### src/rtl/edram_sched.sv
// edram_sched: slot scheduler and refresh controller for the 32-row x 325-bit
// eDRAM macro. One read requester, one write requester and an internal refresh
// engine share the macro's single port, one operation per 4-clk slot.
//
// Ports:
//   clk_i, rst_i                  clock, synchronous active-high reset
//   rd_req_i/rd_addr_i            read request (held until rd_gnt_o)
//   rd_gnt_o                      read grant, pulse in issue cycle T
//   rd_valid_o/rd_data_o          read return at T+4
//   wr_req_i/wr_addr_i/wr_data_i  write request (held until wr_gnt_o)
//   wr_gnt_o                      write grant, pulse at T
//   ref_overflow_o                sticky: refresh tick lost at saturation
//   port_*                        macro-side strobes, addresses and data
module edram_sched #(
  parameter int unsigned REF_INTERVAL = 256,
  parameter int unsigned REF_PEND_MAX = 4,
  parameter int unsigned REF_URGENT   = 3
) (
  input  logic         clk_i,
  input  logic         rst_i,
  input  logic         rd_req_i,
  input  logic [4:0]   rd_addr_i,
  output logic         rd_gnt_o,
  output logic         rd_valid_o,
  output logic [324:0] rd_data_o,
  input  logic         wr_req_i,
  input  logic [4:0]   wr_addr_i,
  input  logic [324:0] wr_data_i,
  output logic         wr_gnt_o,
  output logic         ref_overflow_o,
  output logic         port_en_o,
  output logic         port_ref_plus2_o,
  output logic [4:0]   port_read_addr_o,
  input  logic [324:0] port_read_data_i,
  output logic [4:0]   port_write_addr_o,
  output logic [324:0] port_write_data_o,
  output logic         port_wen_plus3_o,
  output logic         port_data_plus3_o
);

  localparam int unsigned TW = (REF_INTERVAL > 1) ? $clog2(REF_INTERVAL) : 1;

  // Operation owning the current slot; held for all four phases so the
  // issue strobes (phase 0) and the writeback strobes (phase 3) share it.
  typedef enum logic [1:0] {OP_IDLE, OP_READ, OP_WRITE, OP_REF} op_e;

  op_e           op_q, op_d;
  logic [1:0]    phase_q, phase_d;
  logic [4:0]    row_q, row_d;
  logic [324:0]  wdata_q, wdata_d;
  logic          rdv_q, rdv_d;
  logic [TW-1:0] timer_q, timer_d;
  logic [7:0]    pend_q, pend_d;
  logic [4:0]    ref_row_q, ref_row_d;
  logic          ovf_q, ovf_d;

  logic arb, tick, dec, issue, wb;

  always_ff @(posedge clk_i) begin
    if (rst_i) begin
      op_q      <= OP_IDLE;
      phase_q   <= '0;
      row_q     <= '0;
      wdata_q   <= '0;
      rdv_q     <= 1'b0;
      timer_q   <= '0;
      pend_q    <= '0;
      ref_row_q <= '0;
      ovf_q     <= 1'b0;
    end else begin
      op_q      <= op_d;
      phase_q   <= phase_d;
      row_q     <= row_d;
      wdata_q   <= wdata_d;
      rdv_q     <= rdv_d;
      timer_q   <= timer_d;
      pend_q    <= pend_d;
      ref_row_q <= ref_row_d;
      ovf_q     <= ovf_d;
    end
  end

  always_comb begin
    op_d      = op_q;
    phase_d   = phase_q + 2'd1;
    row_d     = row_q;
    wdata_d   = wdata_q;
    rdv_d     = 1'b0;
    ref_row_d = ref_row_q;
    pend_d    = pend_q;
    ovf_d     = ovf_q;
    dec       = 1'b0;

    // Arbitration on the edge ending phase 3; winner owns the next slot.
    arb  = (phase_q == 2'd3);
    tick = (timer_q == TW'(REF_INTERVAL - 1));
    timer_d = tick ? '0 : timer_q + 1'b1;

    if (arb) begin
      // Read data returns in phase 0 of the slot after the read.
      rdv_d = (op_q == OP_READ);
      if (pend_q >= 8'(REF_URGENT)) begin
        op_d = OP_REF;
      end else if (wr_req_i) begin
        op_d = OP_WRITE;
      end else if (rd_req_i) begin
        op_d = OP_READ;
      end else if (pend_q != 8'd0) begin
        op_d = OP_REF;
      end else begin
        op_d = OP_IDLE;
      end

      unique case (op_d)
        OP_REF: begin
          row_d     = ref_row_q;
          ref_row_d = ref_row_q + 5'd1;
          dec       = 1'b1;
        end
        OP_WRITE: begin
          row_d   = wr_addr_i;
          wdata_d = wr_data_i;
        end
        OP_READ: row_d = rd_addr_i;
        default: row_d = row_q;
      endcase
    end

    // A tick and a refresh issue on the same edge cancel out.
    if (tick && !dec) begin
      if (pend_q == 8'(REF_PEND_MAX)) begin
        ovf_d = 1'b1;
      end else begin
        pend_d = pend_q + 8'd1;
      end
    end else if (dec && !tick) begin
      pend_d = pend_q - 8'd1;
    end

    issue = (phase_q == 2'd0);
    wb    = (phase_q == 2'd3);

    rd_gnt_o          = issue && (op_q == OP_READ);
    wr_gnt_o          = issue && (op_q == OP_WRITE);
    port_en_o         = issue && ((op_q == OP_READ) || (op_q == OP_WRITE));
    port_ref_plus2_o  = issue && (op_q == OP_REF);
    port_read_addr_o  = (issue && (op_q != OP_IDLE)) ? row_q : '0;
    port_wen_plus3_o  = wb && (op_q != OP_IDLE);
    port_data_plus3_o = wb && (op_q == OP_WRITE);
    port_write_addr_o = port_wen_plus3_o ? row_q : '0;
    port_write_data_o = port_data_plus3_o ? wdata_q : '0;
    rd_valid_o        = rdv_q;
    rd_data_o         = rdv_q ? port_read_data_i : '0;
    ref_overflow_o    = ovf_q;
  end

endmodule

### config.mk
export PLATFORM = sky130hd
export DESIGN_NAME = edram_sched
export DESIGN_NICKNAME = d
export VERILOG_FILES = /design/src/rtl/edram_sched.sv
export SDC_FILE = /design/constraint.sdc
export NUM_CORES = 1
export LEC_CHECK = 0
export ABC_CLOCK_PERIOD_IN_PS = 5400
export CAP_MARGIN = 10
export CORE_AREA = 3 3 522 524
export DETAILED_ROUTE_END_ITERATION = 8
export DIE_AREA = 0 0 525 527
export PLACE_DENSITY = 0.3
export SLEW_MARGIN = 15
export SYNTH_ARGS = -nofsm -noshare
export SYNTH_HDL_FRONTEND = slang
export SYNTH_SLANG_ARGS = --single-unit
### constraint.sdc
create_clock -name clk_i -period 5.4 [get_ports clk_i]
set_clock_uncertainty 0.05 [all_clocks]
set_input_delay 0.54 -clock clk_i [delete_from_list [all_inputs] [get_ports clk_i]]
set_output_delay 0.54 -clock clk_i [all_outputs]
set_load 0.05 [all_outputs]
**After elaboration in Yosys (flattened, before gate mapping)**

Cells that the tools add are included.

- Bits in registers: 357
- Output and inout port bits: 668
- Logic and storage cells: 65

- Add/sub/neg operators: 5
- Order comparisons: 1
- Equal/unequal tests: 10
- Mux-type cells: 15
- Bitwise logic cells: 1
- Reduce and logical (&&, ||, !) cells: 24

Operator list:

| cell | number |
|---|---|
| 2-to-1 mux 325 bit | 2 |
| 2-to-1 mux 8 bit | 3 |
| adder 8 x 1 -> 8 bit (second input constant) | 2 |
| case mux 5 bit (3 select lines) | 1 |
| equality test 2 bit (second input constant) | 5 |
| 2-to-1 mux 2 bit | 5 |
| 2-to-1 mux 5 bit | 2 |
| AND reduction 2 bit | 5 |
| logical AND 1 bit | 9 |
| equality test 8 x 3 -> 1 bit (second input constant) | 1 |
| equality test 8 bit (second input constant) | 1 |
| >= comparator 8 x 2 -> 1 bit (second input constant) | 1 |
| nonzero test 8 bit | 1 |
| subtractor 8 x 1 -> 8 bit (second input constant) | 1 |
| adder 5 x 1 -> 5 bit (second input constant) | 1 |
| equality test 2 x 1 -> 1 bit (second input constant) | 2 |
| nonzero test 2 bit | 2 |
| OR reduction 2 bit | 2 |
| nonzero test 3 bit | 1 |
| adder 2 x 1 -> 2 bit (second input constant) | 1 |
| zero test 1 bit | 2 |
| zero test 2 bit | 1 |
| 2-to-1 mux 1 bit | 2 |
| inequality test 2 bit (second input constant) | 1 |
| 2 further kinds | 2 |

**Longest topological paths before layout**

Gate-level depths: netlist of the first run.

- Depth after elaboration: 13
- Depth in mapped cells: 16

**Worst setup path after synthesis of the first run**

Ideal clock, no wire load.

- Kind: register to register
- Start point: register pend_q[7]
- End point: register pend_q[7]
- Library setup time: 0.121 ns
- Arrival: 3.777 ns
- Setup slack: 1.453 ns
- Cell stages (with the launch flop): 16
- Path buffers: 2
- Clock period less this slack: 3.947 ns
- Cell sequence: dfxtp_1 > or4_4 > nor3_1 > nor3b_1 > inv_1 > ha_1 > and2_4 > buf_6 > or3_4 > buf_6 > ha_1 > a21oi_1 > a21oi_1 > and3b_1 > mux2i_1 > mux2_2

- Cells in the longest elaborated chain, start to end: 13
- Elaborated cells on any way between the ends: 22
- Those cells by class: 2 x add/sub; 1 x order compare; 3 x eq/ne; 10 x mux; 6 x reduce/logical

RTL lines:

| what | RTL line | text |
|---|---|---|
| start, declared | 53 | `logic [7:0] pend_q, pend_d;` |
| start signal, assigned | 77 | `pend_q <= pend_d;` |
| nonzero test 8 bit | 108 | `end else if (pend_q != 8'd0) begin` |
| 2-to-1 mux 2 bit | 108 |  |
| 2-to-1 mux 2 bit | 106 | `end else if (rd_req_i) begin` |
| 2-to-1 mux 2 bit | 104 | `end else if (wr_req_i) begin` |
| 2-to-1 mux 2 bit | 102 | `if (pend_q >= 8'(REF_URGENT)) begin` |
| 2-to-1 mux 2 bit | 99 | `if (arb) begin` |
| equality test 2 bit | 114 | `unique case (op_d)` |
| 2-to-1 mux 1 bit | 114 |  |
| 2-to-1 mux 1 bit | 99 |  |
| zero test 1 bit | 130 | `if (tick && !dec) begin` |
| logical AND 1 bit | 130 |  |
| inequality test 2 bit (no source line) / nonzero test 2 bit (equally long branches) | n/a |  |
| AND reduction 2 bit (no source line) | n/a |  |

Parallel ways exist; a longest one is shown, timed or not. The select of a mux whose other input is x is not followed.
A chain may end at the register's enable or synchronous reset.

**Worst setup path in the final report of the first run**

- Start point: register op_q[0]
- End point: output port_write_data_o[239]

- Cells in the longest elaborated chain, start to end: 3

RTL lines:

| what | RTL line | text |
|---|---|---|
| start, declared | 47 | `op_e op_q, op_d;` |
| start signal, assigned | 71 | `op_q <= op_d;` |
| equality test 2 bit | 149 | `port_data_plus3_o = wb && (op_q == OP_WRITE);` |
| logical AND 1 bit | 149 |  |
| 2-to-1 mux 325 bit | 151 | `port_write_data_o = port_data_plus3_o ? wdata_q : '0;` |
| end, declared | 36 | `output logic [324:0] port_write_data_o,` |

Every way passes these cells.

==> run metrics, run 1 <==
Total GRT Usage=14.56%; FMAX=0.2352 GHz; Startpoint Class=flop; worst skew pair latency=0.67 ns; Worst EP arrival=3.66 ns; postcts setup bufs=0; Post-CTS Hold Buffers=0; Power Dens Cells=198.5 nW/um2; WP data required=4.81 ns; slowest CP cell=clkdlybuf4s50_1; initial antenna violation count=roughly 190; crit path max fanout=202; Core Util, Final=13.65%; Synth Flop Type=dfxtp_1; core area=267,900 um2; final critical-path required period=about 4.3 ns; GR Util met3=under 10%; Layout Nets=4,262; fill count=30,682; Max-slew headroom=between 20% and 30%; CTS Buffer Depth=3; DP HPWL=177.8 mm; syn_area_per_cell=7.272 um2; drt first pass iters=5; busiest layer in global routing=met2; Design Area, Final=36,560 um2; clock root cell=clkbuf_16; GR Overflow Total=0; Clock Sink Count=357; Synth cell types=41; HP Class=in2reg; worst reg-to-reg setup slack=1.20 ns; initial core utilization=6.484%; H-tree depth=2; vias in the first global route=22,479; Iter 0 DRT Violations=1,086; number of synthesized flops with an enable pin=0; Resized Gates After CTS=0; Max Transition Viols Final=0; die area=276,700 um2; WL final=210.1 mm; CP Class=reg2out; Peak VDD IR=0.2537 mV; CTS clock-pin slew for the worst setup and hold paths=0.07 ns; Post-Syn Instances=2,389; Hold Slack=0.2033 ns; layout cells sized above 1=approximately 3.3%; worst-margin pin slew=1.155 ns; routing usage on met1=between 10% and 20%; Area Growth Syn to Fin=110.4%; TritonCTS clock tree=done; syn nets=3,072; dpl cell area=about 35,000 um2; sequential share of the synthesized area=41.14%; vias per inst=between 3 and 4; met2 Use GR=between 20% and 30%; # rows=190; Final Hold Fails=0; Synth async-reset ratio=0%; Die H=about 530 um; synthesized cell area=17,370 um2; Tcrit/Tclk final=78.73%; Die W=about 530 um; Power, Total=7.258 mW; worst path cell trace=inv_1 -> ha_4 -> buf_12 -> and3_1 -> clkdlybuf4s50_1; setup_tns=0 ns; flop and latch count out of synthesis=357; I/O pin cnt=1,332; Critical Path End Type=primary output; slowest stage delay, CP=about 1.1 ns; Leak=12.94 nW; RSZ-0062 raised after global routing=false; Final Wtd Congestion=0.8933; MaxCap Viol Count=0; largest net degree at the start of global routing=203; post-route ant nets=0; CTS buffer count=54; Setup violations, final=0; DRC viols=0; Port Buf Inserts=about 1,300; first-pass GRT wire length=around 260 mm; synth warn=0; Avg WL per Cell=29.19 um; vias=between 20,000 and 25,000; status=completed
worst paths after layout:
kind               startpoint                endpoint  cells after the start
setup / recovery      op_q[0]  port_write_data_o[239]                      5
hold reg to reg   wdata_q[98]             wdata_q[98]                      2
hold / removal          rst_i                row_q[3]                      2
setup reg to reg    pend_q[4]               pend_q[7]                     13
kinds of logic (layout without fill, tap and decap cells):
group                      Yosys count  count (layout)  synth area share, %
other                                0              29                    0
AOI/OAI and AO/OA                  364             364                10.86
xor gates and xnor gates            15              15               0.7562
DFF                                357             357                41.14
and+or+nand+nor                   1392            1392                40.28
muxes                                5               5               0.2953
adders and majority gates           20              20                1.469
buffers and inverters              236            1464                5.200
worst max-delay path: cells and delay by family, from the launching register on:
| family | cells | cell delay, ns |
|---|---|---|
| buffers and inverters | 3 | 1.81 |
| flip-flops | 1 | 0.35 |
| adder cells (fa/ha/maj) | 1 | 0.31 |
| AND/OR/NAND/NOR | 1 | 0.26 |
sequential cells by signal (all words and copies together) (netlist names):
signal and flops:
wdata_q 325, timer_q 8, row_q 5, op_q 2, ref_overflow_o 1, pend_q 8
phase_q 2, rd_valid_o 1, ref_row_q 5
cell usage after synthesis (all sizes together) (2+ instances only):
library cell	instances	area, um2
nand2b	2	12.51
xnor2	7	61.31
nand4	5	31.28
xor2	8	70.07
nor4	2	27.53
mux2i	4	40.04
buf	10	55.05
inv	12	45.04
dfxtp	357	7147
and3	328	2052
nor3b	3	22.52
a21o	2	15.01
a21oi	336	1682
a22oi	5	37.54
o21ai	5	36.29
and2	343	2148
ha	18	225.2
nor2	38	142.6
clkbuf	214	803.3
a31oi	3	18.77
nand2	657	2466
nand3	5	25.02
nor2b	4	25.02
a211oi	9	67.56
routing by layer:
metal,wire length (um),vias up
li1,-,10229
met1,72120,10668
met2,106900,1052
met3,21930,370
met4,8228,142
met5,931,-
stage by stage:
stage               setup WS [ns]  instances
CTS                        0.9164       7169
floorplan                   1.453       2389
finish                      1.149       7198
detailed placement         0.8492       7075
global route               0.8524       7177
global placement           0.6600       7075
report_power, final:
part	internal (mW)	switching, mW
clock	2.13	1.53
combinational	0.500	0.380
sequential	2.69	0.0330
total	5.31	1.94
layout by cell type (no fill, tap or decap), types with 8 or more instances in the layout:
| master | instances |
|---|---|
| and2_1 | 341 |
| dfxtp_1 | 356 |
| nor2_1 | 38 |
| diode_2 | 29 |
| a211oi_1 | 9 |
| ha_1 | 16 |
| clkbuf_1 | 13 |
| clkbuf_8 | 12 |
| a21oi_1 | 336 |
| clkdlybuf4s50_1 | 1329 |
| nand2_1 | 656 |
| clkbuf_16 | 55 |
| buf_4 | 13 |
| and3_1 | 328 |
| xor2_1 | 8 |
| inv_1 | 12 |
| buf_12 | 15 |
layout make-up:
| class | instances | area [um2] | area share (%) |
|---|---|---|---|
| Clock inverter | 14 | 181.4 | 0.4963 |
| Sequential cell | 357 | 7151 | 19.56 |
| Tap cell | 3552 | 4444 | 12.16 |
| Clock buffer | 80 | 1590 | 4.350 |
| Multi-Input combinational cell | 1796 | 9358 | 25.60 |
| Antenna cell | 29 | 72.57 | 0.1985 |
| Timing Repair Buffer | 1358 | 13720 | 37.52 |
| Inverter | 12 | 45.04 | 0.1232 |
Power figures use the tool's default switching activity.
==> run 2: changes to the inputs <==
--- a/config.mk
+++ b/config.mk
@@ -5,7 +5,7 @@
 export SDC_FILE = /design/constraint.sdc
 export NUM_CORES = 1
 export LEC_CHECK = 0
-export ABC_CLOCK_PERIOD_IN_PS = 5400
+export ABC_CLOCK_PERIOD_IN_PS = 4150
 export CAP_MARGIN = 10
 export CORE_AREA = 3 3 522 524
 export DETAILED_ROUTE_END_ITERATION = 8
==> constraint.sdc (replaced) <==
create_clock -name clk_i -period 4.15 [get_ports clk_i]
set_clock_uncertainty 0.05 [all_clocks]
set_input_delay 0.415 -clock clk_i [delete_from_list [all_inputs] [get_ports clk_i]]
set_output_delay 0.415 -clock clk_i [all_outputs]
set_load 0.05 [all_outputs]
==> run 2 against run 1 <==
Net effect:
- via count is 0.23% lower
- total power grew 26%
- highest routed layer unchanged
- routed wire length shrank 0.52%
==> run metrics, run 2 (synthesized netlist as in run 1, its figures left out) <==
vias per inst=3.100 (was 3.120); most frequent cells in the layout=clkdlybuf4s50_1 (1,265), nand2_1 (656), dfxtp_1 (356), and2_1 (341), a21oi_1 (336) (was clkdlybuf4s50_1 (1,329), nand2_1 (656), dfxtp_1 (356), and2_1 (341), a21oi_1 (336)); Layout Nets=4,298 (was 4,262); Worst EP arrival=4.39 ns (was 3.66 ns); setup_tns=0 ns (unchanged); Hold Slack=0.1493 ns (was 0.2033 ns); Clock Sink Count=357 (unchanged); Final Wtd Congestion=0.9025 (was 0.8933); Most flops, register=wdata_q (unchanged); Design Area, Final=36,620 um2 (was 36,560 um2); dpl cell area=34,940 um2 (was 34,710 um2); Critical Path Source=pend_q[7] (was op_q[0]); CTS Buffer Depth=3 (unchanged); Critical Path End Type=flop (was primary output); Iter 0 DRT Violations=1,035 (was 1,086); I/O pin cnt=1,332 (unchanged); RSZ-0062 raised after global routing=false (unchanged); Die H=527 um (unchanged); Core Util, Final=13.67% (was 13.65%); core area=267,900 um2 (unchanged); multi-input logic area=9363 um2 (was 9358 um2); Post-Layout Cell Count=7,229 (was 7,198); GR Overflow Total=0 (unchanged); Power, Total=9.168 mW (was 7.258 mW); Setup violations, final=0 (unchanged); Peak VDD IR=0.2999 mV (was 0.2537 mV); CTS buffer count=49 (was 54); clock root cell=clkbuf_16 (unchanged); max reg flops=325 (unchanged); vias=22,410 (was 22,461); register area=7151 um2 (unchanged); Place WS=-0.02233 ns (was 0.8492 ns); Worst R2R Start=pend_q[7] (was pend_q[4]); WP data required=4.64 ns (was 4.81 ns); postcts setup bufs=0 (unchanged); Die W=525 um (unchanged); Startpoint Class=flop (unchanged); initial antenna violation count=169 (was 188); HP Start=rst_i (unchanged); commonest non-fill, non-tap cell in the layout=clkdlybuf4s50_1 (unchanged); post-route ant nets=0 (unchanged); worst skew pair latency=0.65 ns (was 0.67 ns); CTS clock-pin slew for the worst setup and hold paths=0.07 ns (about the same); status=completed (unchanged); top flop regs=wdata_q x325, pend_q x8, timer_q x8 (unchanged); fill count=30,741 (was 30,682); Final Hold Fails=0 (unchanged); DP Cell Count=7,116 (was 7,075); Area Growth Syn to Fin=110.8% (was 110.4%); FMAX=0.2564 GHz; Avg WL per Cell=28.92 um (was 29.19 um); Port Buf Inserts=1,331 (unchanged); layout cells sized above 1=6.029% (was 3.345%); final critical-path required period=3.900 ns; Max Transition Viols Final=0 (unchanged); largest net degree at the start of global routing=94 (was 203); CP Class=reg2reg (was reg2out); H-tree depth=2 (unchanged); Max-slew headroom=35.07% (was 22.99%); DP HPWL=179.7 mm (was 177.8 mm); Setup WS post-layout=0.2497 ns (was 1.149 ns); worst-margin pin slew=0.9708 ns (was 1.155 ns); crit path max fanout=8 (was 202); Leak=13.23 nW (was 12.94 nW); TritonCTS clock tree=done (unchanged); Tcrit/Tclk final=93.98%; DRC viols=0 (unchanged); MaxCap Viol Count=0 (unchanged); die area=276,700 um2 (unchanged); Post-CTS Hold Buffers=0 (unchanged); initial core utilization=6.484% (unchanged); # rows=190 (unchanged); Total GRT Usage=14.48% (was 14.56%); HP Class=in2reg (unchanged); WL final=209.0 mm (was 210.1 mm); vias in the first global route=22,627 (was 22,479); drt first pass iters=5 (unchanged); Power Dens Cells=250.3 nW/um2 (was 198.5 nW/um2); first-pass GRT wire length=262.7 mm (was 263.6 mm)
-- run 2: cell types whose count changed in the layout (fill, tap and decap cells not counted), sizes merged --
cell,previous run,this run
buf,29,134
clkdlybuf4s50,1329,1265
clkbuf,80,71
clkinvlp,4,2
bufinv,2,3
diode,29,28
inv,13,14
-- run 2: worst paths after layout --
| check | endpoint | slack (ns) | cells after the start |
|---|---|---|---|
| min reg2reg | wdata_q[140] | 0.40 | 2 |
| max | pend_q[7] | 0.25 | 14 |
| max reg2reg | pend_q[7] | 0.25 | 14 |
| min | row_q[3] | 0.15 | 2 |
-- run 2: repair_timing --
action	in CTS	in global routing
endpoints found under the hold margin	0	0
setup endpoints to repair	0	5
gates resized for setup	0	1
-- run 2: routing by layer --
| metal | GRT usage [%] | wire, um | part of all wire [%] | up-vias |
|---|---|---|---|---|
| met4 | 4.247 | 7005 | 3.4 | 136 |
| met3 | 6.911 | 20760 | 9.9 | 324 |
| met5 | 0 | 908 | 0.43 | - |
| li1 | - | - | - | 10292 |
| met1 | 14.22 | 72830 | 35 | 10591 |
| met2 | 26.77 | 107500 | 51 | 1067 |
-- run 2: critical path, cell delays in order, from the launching register on --
cell and delay (ns):
dfxtp_1 0.32, or4_4 0.57, nor3_2 0.15, nor3b_1 0.20
buf_4 0.14, inv_1 0.05, ha_1 0.21, and2_4 0.16
or3_4 0.44, ha_1 0.35, a21oi_1 0.21, a21oi_1 0.10
and3b_1 0.26, mux2i_1 0.22, mux2_2 0.35
-- run 2: cell type report --
type | instances | area share (%)
inverter | 12 | 0.1230
multi-input combinational | 1796 | 25.56
sequential | 357 | 19.52
clock inverter | 14 | 0.5295
tap | 3552 | 12.13
antenna | 28 | 0.1913
timing repair buffer | 1399 | 38.06
clock buffer | 71 | 3.874
-- run 2: where the power goes --
group	internal (mW)	total, mW	switching (mW)
logic	0.673	1.16	0.491
clock network	2.56	4.46	1.91
registers	3.49	3.54	0.0459
total	6.72	9.17	2.44
==> run 3: changes to the inputs <==
--- a/config.mk
+++ b/config.mk
@@ -11,6 +11,7 @@
 export DETAILED_ROUTE_END_ITERATION = 8
 export DIE_AREA = 0 0 525 527
 export PLACE_DENSITY = 0.3
+export SKIP_CTS_REPAIR_TIMING = 1
 export SLEW_MARGIN = 15
 export SYNTH_ARGS = -nofsm -noshare
 export SYNTH_HDL_FRONTEND = slang
==> results of run 3 <==
No change in the layout: final DEF, timing and power equal those of run 2.
